File: config.mk
export PLATFORM = sky130hd
export DESIGN_NAME = dsp_acc_reduce
export DESIGN_NICKNAME = d
export VERILOG_FILES = /design/src/rtl/dsp_acc_pkg.sv /design/src/rtl/dsp_sat_add.sv /design/src/rtl/dsp_acc_reduce.sv
export SDC_FILE = /design/constraint.sdc
export NUM_CORES = 1
export LEC_CHECK = 0
export CAP_MARGIN = 20
export CORE_UTILIZATION = 50
export DETAILED_ROUTE_END_ITERATION = 8
export PLACE_DENSITY_LB_ADDON = 0.05
export SYNTH_ARGS = -nofsm -noshare
export SYNTH_HDL_FRONTEND = slang
export SYNTH_SLANG_ARGS = --single-unit
File: constraint.sdc
create_clock -name clk -period 2.65 [get_ports clk]
set_input_delay 0.3975 -clock clk [delete_from_list [all_inputs] [get_ports clk]]
set_output_delay 0.3975 -clock clk [all_outputs]
set_load 0.005 [all_outputs]
File: src/rtl/dsp_acc_pkg.sv
`default_nettype none
// ============================================================================
// Module   : dsp_acc_pkg
// Purpose  : Shared types and default widths for the DSP accumulate/reduce
//            stage that follows the 20x18 unsigned multiplier.
// Revision : 1.0 - initial release
// ============================================================================
package dsp_acc_pkg;

    // Default widths: product from the multiplier, accumulator/result, job length
    localparam int PROD_W = 38;
    localparam int ACC_W  = 48;
    localparam int LEN_W  = 8;

    // Job sequencing states, explicitly 2 bits wide
    typedef enum logic [1:0] {
        IDLE = 2'd0,
        ACC  = 2'd1,
        HOLD = 2'd2
    } acc_state_t;

endpackage : dsp_acc_pkg
`default_nettype wire

File: src/rtl/dsp_sat_add.sv
`default_nettype none
// ============================================================================
// Module   : dsp_sat_add
// Purpose  : Combinational unsigned saturating adder. A carry out of the
//            W-bit sum clamps the result to all-ones and raises ovf.
// Revision : 1.0 - initial release
// ============================================================================
module dsp_sat_add #(
    parameter int W = 48
) (
    input  logic [W-1:0] a,
    input  logic [W-1:0] b,
    output logic [W-1:0] sum,
    output logic         ovf
);

    logic [W:0] w_full;

    // One extra bit catches the carry; an all-ones input stays all-ones on any add
    always_comb begin
        w_full = {1'b0, a} + {1'b0, b};
        ovf    = w_full[W];
        sum    = w_full[W] ? {W{1'b1}} : w_full[W-1:0];
    end

endmodule : dsp_sat_add
`default_nettype wire

File: src/rtl/dsp_acc_reduce.sv
`default_nettype none
// ============================================================================
// Module   : dsp_acc_reduce
// Purpose  : Sums a programmed number of unsigned products into a saturating
//            accumulator and presents one dot-product result per job over a
//            valid/ready output.
// Revision : 1.0 - initial release
// ============================================================================
module dsp_acc_reduce #(
    parameter int PROD_W = dsp_acc_pkg::PROD_W,
    parameter int ACC_W  = dsp_acc_pkg::ACC_W,
    parameter int LEN_W  = dsp_acc_pkg::LEN_W
) (
    input  logic              clk,
    input  logic              rst_n,
    input  logic              start,
    input  logic [LEN_W-1:0]  len,
    input  logic              in_valid,
    output logic              in_ready,
    input  logic [PROD_W-1:0] in_prod,
    output logic              out_valid,
    input  logic              out_ready,
    output logic [ACC_W-1:0]  out_sum,
    output logic              out_sat,
    output logic              busy
);

    import dsp_acc_pkg::*;

    acc_state_t         r_state;
    acc_state_t         w_next;
    logic [LEN_W-1:0]   r_remaining;
    logic [ACC_W-1:0]   r_acc;
    logic               r_sat;
    logic [ACC_W-1:0]   r_sum;
    logic               r_sum_sat;

    logic [ACC_W-1:0]   w_prod_ext;
    logic [ACC_W-1:0]   w_add_sum;
    logic               w_add_ovf;
    logic               w_take;
    logic               w_last;
    logic               w_sat_next;

    assign w_prod_ext = ACC_W'(in_prod);
    // in_ready is only high in ACC, so this is the input handshake
    assign w_take     = (r_state == ACC) && in_valid;
    assign w_last     = (r_remaining == LEN_W'(1));
    assign w_sat_next = r_sat | w_add_ovf;

    dsp_sat_add #(
        .W   (ACC_W)
    ) u_sat_add (
        .a   (r_acc),
        .b   (w_prod_ext),
        .sum (w_add_sum),
        .ovf (w_add_ovf)
    );

    // State register
    always_ff @(posedge clk or negedge rst_n) begin
        if (!rst_n) begin
            r_state <= IDLE;
        end else begin
            r_state <= w_next;
        end
    end

    // Next-state decode; start is only looked at in IDLE and is never queued
    always_comb begin
        w_next = r_state;
        case (r_state)
            IDLE: begin
                if (start) begin
                    w_next = (len == '0) ? HOLD : ACC;
                end
            end
            ACC: begin
                if (w_take && w_last) begin
                    w_next = HOLD;
                end
            end
            HOLD: begin
                if (out_ready) begin
                    w_next = IDLE;
                end
            end
            default: w_next = IDLE;
        endcase
    end

    // Handshake outputs decode the registered state only (no in_valid->in_ready path)
    always_comb begin
        in_ready  = 1'b0;
        out_valid = 1'b0;
        busy      = 1'b1;
        case (r_state)
            IDLE:    busy      = 1'b0;
            ACC:     in_ready  = 1'b1;
            HOLD:    out_valid = 1'b1;
            default: busy      = 1'b0;
        endcase
    end

    // Accumulator, sticky saturation flag and remaining-term counter
    always_ff @(posedge clk or negedge rst_n) begin
        if (!rst_n) begin
            r_acc       <= '0;
            r_sat       <= 1'b0;
            r_remaining <= '0;
        end else if ((r_state == IDLE) && start) begin
            r_acc       <= '0;
            r_sat       <= 1'b0;
            r_remaining <= len;
        end else if (w_take) begin
            r_acc       <= w_add_sum;
            r_sat       <= w_sat_next;
            r_remaining <= r_remaining - LEN_W'(1);
        end
    end

    // Result registers: loaded only when a job completes so the published sum
    // keeps its last value while the next job accumulates
    always_ff @(posedge clk or negedge rst_n) begin
        if (!rst_n) begin
            r_sum     <= '0;
            r_sum_sat <= 1'b0;
        end else if ((r_state == IDLE) && start && (len == '0)) begin
            r_sum     <= '0;
            r_sum_sat <= 1'b0;
        end else if (w_take && w_last) begin
            r_sum     <= w_add_sum;
            r_sum_sat <= w_sat_next;
        end
    end

    assign out_sum = r_sum;
    assign out_sat = r_sum_sat;

endmodule : dsp_acc_reduce
`default_nettype wire

### Word level (Yosys, flattened, before mapping)

Index checks and enable logic that the tools add are counted.

| word-level totals | value |
|---|---|
| register bits | 108 |
| output and inout bits | 52 |
| word-level logic and storage cells | 44 |

| operators by class | value |
|---|---|
| add/subtract/negate cells | 2 |
| equality and inequality tests | 6 |
| multiplexer cells | 19 |
| bitwise operators | 1 |
| reductions and logical operators | 10 |

Operators with widths:

| operator | count |
|---|---|
| $mux 48 | 5 |
| $add 48x38->49 | 1 |
| $mux 8 | 2 |
| $eq 8x1->1 const B | 1 |
| $logic_not 8->1 | 1 |
| $mux 2 | 4 |
| $sub 8x1->8 const B | 1 |
| $mux 1 | 7 |
| $pmux 2 s3 | 1 |
| $logic_and 1x1->1 | 4 |
| $ne 2x2->1 const B | 2 |
| $reduce_bool 2->1 | 2 |
| $reduce_and 3->1 | 1 |
| $eq 2x1->1 const B | 1 |
| $eq 2x2->1 const B | 1 |
| $logic_not 2->1 | 1 |
| $ne 2x1->1 const B | 1 |
| $reduce_or 2->1 | 1 |
| $or 1x1->1 | 1 |

### Depth between registers and ports, before layout

| logic depth | value |
|---|---|
| depth after elaboration | 5 |
| gate-level depth with buffers | 12 |
| depth with buffers taken out | 11 |

### Hierarchy

Synthesis repeated with hierarchy kept, for this count alone.

| unflattened totals | value |
|---|---|
| cell total of the unflattened synthesis | 948 |
| area total of the unflattened synthesis | 7,539.7 um^2 |

Modules (own cells, without submodules):

| module | times used | cells an instance | area an instance (um^2) |
|---|---|---|---|
| dsp_acc_reduce | 1 | 499 | 4,564.4 |
| dsp_sat_add | 1 | 449 | 2,975.4 |

### Least setup slack after synthesis

Ideal clock, no wire load.

| timing | value |
|---|---|
| kind | input to register |
| start | in in_prod[0] |
| end | reg r_acc[46] |
| library setup time | 0.136 ns |
| arrival time | 2.694 ns |
| required time | 2.514 ns |
| slack | -0.180 ns |
| stages | 12 |
| cells stage by stage | ha_1 fa_1 a211oi_1 o21ai_2 o21a_1 o21ai_0 o21ba_2 o22a_1 o21ai_1 buf_2 a31oi_1 a311oi_1 |

| on the way | value |
|---|---|
| longest elaborated chain between the ends | 4 |

Ends and longest elaborated chain:

| element | RTL line | text |
|---|---|---|
| from (decl) | dsp_acc_reduce.sv:20 | `input logic [PROD_W-1:0] in_prod,` |
| $add 48x38->49 | dsp_sat_add.sv:21 | `w_full = {1'b0, a} + {1'b0, b};` |
| $mux 48 | dsp_sat_add.sv:23 | `sum = w_full[W] ? {W{1'b1}} : w_full[W-1:0];` |
| $mux 48 | dsp_acc_reduce.sv:115 | `end else if (w_take) begin` |
| $mux 48 | dsp_acc_reduce.sv:111 | `end else if ((r_state == IDLE) && start) begin` |
| to (signal assigned) | dsp_acc_reduce.sv:116 | `r_acc <= w_add_sum;` |
| to (decl) | dsp_acc_reduce.sv:33 | `logic [ACC_W-1:0] r_acc;` |

No other way between the ends. The select of a mux whose other input is x is not followed.
A chain may end at the register's enable or synchronous reset.

### Final worst setup path

| timing | value |
|---|---|
| start | reg r_acc[0] |
| end | reg r_acc[36] |

| on the way | value |
|---|---|
| longest elaborated chain between the ends | 4 |

Ends and longest elaborated chain:

| element | RTL line |
|---|---|
| $add 48x38->49 | dsp_sat_add.sv:21 |
| $mux 48 | dsp_sat_add.sv:23 |
| $mux 48 | dsp_acc_reduce.sv:115 |
| $mux 48 | dsp_acc_reduce.sv:111 |

No other way between the ends. The select of a mux whose other input is x is not followed.

==> results.py <==
metrics = {
    "status": {
        "outcome": "finished, violations left",
        "violations": "negative setup slack",
    },
    "place": {
        "numPortBuffers": 102,
        "dp.cells": 1174,
        "place_hpwl_mm": 14.7,
        "placedInstanceArea_mm2": 0.00903,
        "place_congestion": 0.933,
    },
    "pwr": {
        "p_int_mw": 6.32,
        "power_frac_seq": 0.231,
        "power.switching_mw": 4.64,
        "peakVddDrop_v": 0.000777,
        "p_per_area_mw_per_mm2": 1010,
        "swShare": 0.423,
        "leakage_nw": 4.72,
        "clockPowerShare": 0.133,
        "p_comb_frac": 0.635,
    },
    "sta": {
        "drv_slew": 0,
        "worstMarginPinSlew_ns": 0.951,
        "rsz0062_at_grt": "true",
        "relSlewSlack": 0.365,
        "period_needed_ns": 2.85,
        "fin_skew_ns": 0.00828,
        "setup_slack_ns": -0.201,
        "setup_viol": 97,
        "max_freq_mhz": 351,
        "period_share": 1.08,
        "hold_viol_final": 0,
    },
    "synth": {
        "syn_nets": 901,
        "postSynthCellCount": 806,
        "syn_area_mm2": 0.00687,
        "ys_ff_latch": 108,
        "ys.flop_type": "dfrtp_1",
        "seq_area_frac_synth": 0.393,
        "ys_types": 60,
        "avgSynthCellArea_um2": 8.53,
        "synth_edf_count": 0,
        "async_flop_share": 1.00,
        "synth_warnings": 0,
    },
    "global_routing": {
        "grt_overflow": 0,
        "grt_pass1_vias": 7380,
        "track_usage": 0.320,
        "grt_max_degree": 109,
        "grt_pass1_wl_mm": 36.3,
        "antenna_found_initial": 0,
    },
    "route": {
        "drt-met1-wl_mm": 9.91,
        "wl_per_cell_um": 20.1,
        "vias_per_cell": 6.15,
        "drcViolationCount": 0,
        "drt_iter0_markers": 711,
        "detail-route-antenna-nets": 0,
        "routed.top_layer": "met4",
        "routed-via-count": 7497,
        "routed_wl_mm": 24.5,
        "dr.pass1.iters": 5,
        "wl_met2_mm": 12.1,
        "wl_met3_mm": 1.39,
    },
    "critical_path": {
        "r2r_start": "r_acc[0]",
        "crit_type": "flip-flop to flip-flop",
        "cp.required_ns": 2.89,
        "worstPathCellList": "ha_2 -> fa_2 -> a211oi_2 -> o21ai_2 -> o211ai_1 -> nand4_1 -> nand3_1 -> o31ai_2 -> a21boi_1 -> xor2_1 -> a21oi_1",
        "critPathMaxFanout": 3,
        "rrSetupSlack_ns": -0.20,
        "r2r-end": "r_acc[36]",
        "critPathCaptureType": "flip-flop",
        "cp_slowest_cell": "dfrtp_1",
        "startpoint_type": "flip-flop",
        "slowest_delay_ns": 0.39,
        "critPathArrivalTime_ns": 3.09,
        "reg2regPathDepth": 11,
    },
    "final_layout": {
        "multi_input_area_mm2": 0.00505,
        "final_cell_mix": "151 x buf_4, 108 x dfrtp_1, 94 x nand2_1",
        "fin_cells": 1220,
        "fin_area_mm2": 0.0108,
        "drive_gt1_frac": 0.352,
        "finalNetCount": 1134,
        "final_common_cell": "buf_4",
        "regArea_mm2": 0.00270,
        "area_delta_synth_final_pct": 57.4,
        "fillers": 875,
        "antennaDiodeCount": 0,
        "fin_util": 0.810,
    },
    "cts": {
        "numCtsBuffers": 9,
        "clock_latency_ns": 0.37,
        "clockRootBuffer": "clkbuf_16",
        "cts_tree": "built",
        "clk_pin_slew_ns": 0.07,
        "cts.sinks": 108,
        "postCtsHoldBufs": 0,
        "htreeDepth": 3,
        "clock_path_buffers": 2,
    },
    "die": {
        "fp.dieW_um": 119,
        "io_pins": 103,
        "rows": 42,
        "initial_core_util": 0.515,
        "die_y_um": 119,
        "die_area_mm2": 0.0142,
        "core_area_mm2": 0.0133,
    },
    "min_path": {
        "hp-class": "primary input to asynchronous set/reset pin",
    },
    "flow_run": {
        "cap_viol_max_count": 0,
    },
}
## cells in the mapped netlist (7+ instances only)
cell,n,share of area
a21oi_1,76,0.055
o21a_1,7,0.0076
xor2_1,21,0.027
a21o_1,21,0.023
o21bai_1,7,0.0076
xnor2_1,21,0.027
o211ai_1,8,0.0087
a31oi_1,13,0.012
ha_1,43,0.078
nor2_1,80,0.044
buf_2,11,0.0080
nand4_1,12,0.011
inv_1,15,0.0082
o31ai_1,8,0.0087
nand3_1,17,0.012
dfrtp_1,108,0.39
a211oi_1,25,0.027
nand2_1,97,0.053
o21ai_0,90,0.066
nor3_1,14,0.010
clkbuf_1,34,0.019
## power by group through the flow
stage | clock [mW] | combinational, mW | sequential, mW
after CTS | 1.48 | 5.79 | 2.48
after detailed placement | 0 | 5.03 | 2.47
final | 1.46 | 6.96 | 2.54
after global placement | 0 | 4.91 | 2.45
after floorplan | 0 | 2.84 | 2.42
after global routing | 1.54 | 7.48 | 2.58
## stage by stage
step	power [mW]	worst slack [ns]	hold slack (ns)	setup TNS (ns)
floorplan	5.26	0.0435	0.102	0
global placement	7.36	-0.643	0.453	-47.47
detailed placement	7.50	-0.723	0.468	-49.68
CTS	9.75	-0.127	0.141	-2.95
global route	11.6	-0.368	0.138	-21.93
finish	11.0	-0.201	0.0623	-10.37
## logic make-up after synthesis
kind of cell,share of synthesized area
xor+xnor,0.0535
flops,0.393
mux,0.00146
buf+inv,0.0386
compound gates,0.258
fa+ha+maj,0.0812
simple gates,0.174
## repair_timing
action | 4_1_cts | 5_1_grt
buffers inserted | 17 | 12
pin swaps | 52 | 110
setup endpoints to repair | 97 | 98
gates resized for setup | 131 | 168
gates cloned | 2 | 3
## how the worst max path moves through the flow
stage | start | endpoint | slack (ns) | cells after the start
after floorplan | in_prod[16] | r_acc[39] | 0.04 | 12
after global placement | in_prod[0] | r_acc[46] | -0.64 | 12
after detailed placement | in_prod[0] | r_acc[46] | -0.72 | 12
after CTS | r_acc[0] | out_sum[21] | -0.13 | 12
after global routing | r_acc[0] | out_sum[36] | -0.37 | 12
final | r_acc[0] | r_acc[36] | -0.20 | 11
## flip-flops by register name, summed over array words and instances, names as in the netlist
| register | flops |
|---|---|
| out_sat | 1 |
| out_sum | 48 |
| r_acc | 48 |
| r_remaining | 8 |
| r_sat | 1 |
| r_state | 2 |
## metal layers
layer / up-vias / GRT usage
li1: 3385 / -
met3: 108 / 0.0512
met2: 322 / 0.543
met4: 0 / 0.131
met1: 3682 / 0.406
met5: - / 0
## area by class of cell
class	count	area share
multi-input combinational	635	0.467
clock buffer	11	0.0234
clock inverter	5	0.00625
timing repair buffer	270	0.228
tap	176	0.0204
inverter	15	0.00521
sequential	108	0.250
## worst max-delay path: cells and delay by family, from the launching register on
kind / cells / cell delay, ns
AO/OA/AOI/OAI: 6 / 1.07
XOR/XNOR: 1 / 0.25
adder cells (fa/ha/maj): 2 / 0.55
flip-flops: 1 / 0.39
AND/OR/NAND/NOR: 2 / 0.45
No activity file was read; power rests on OpenSTA's default activity.
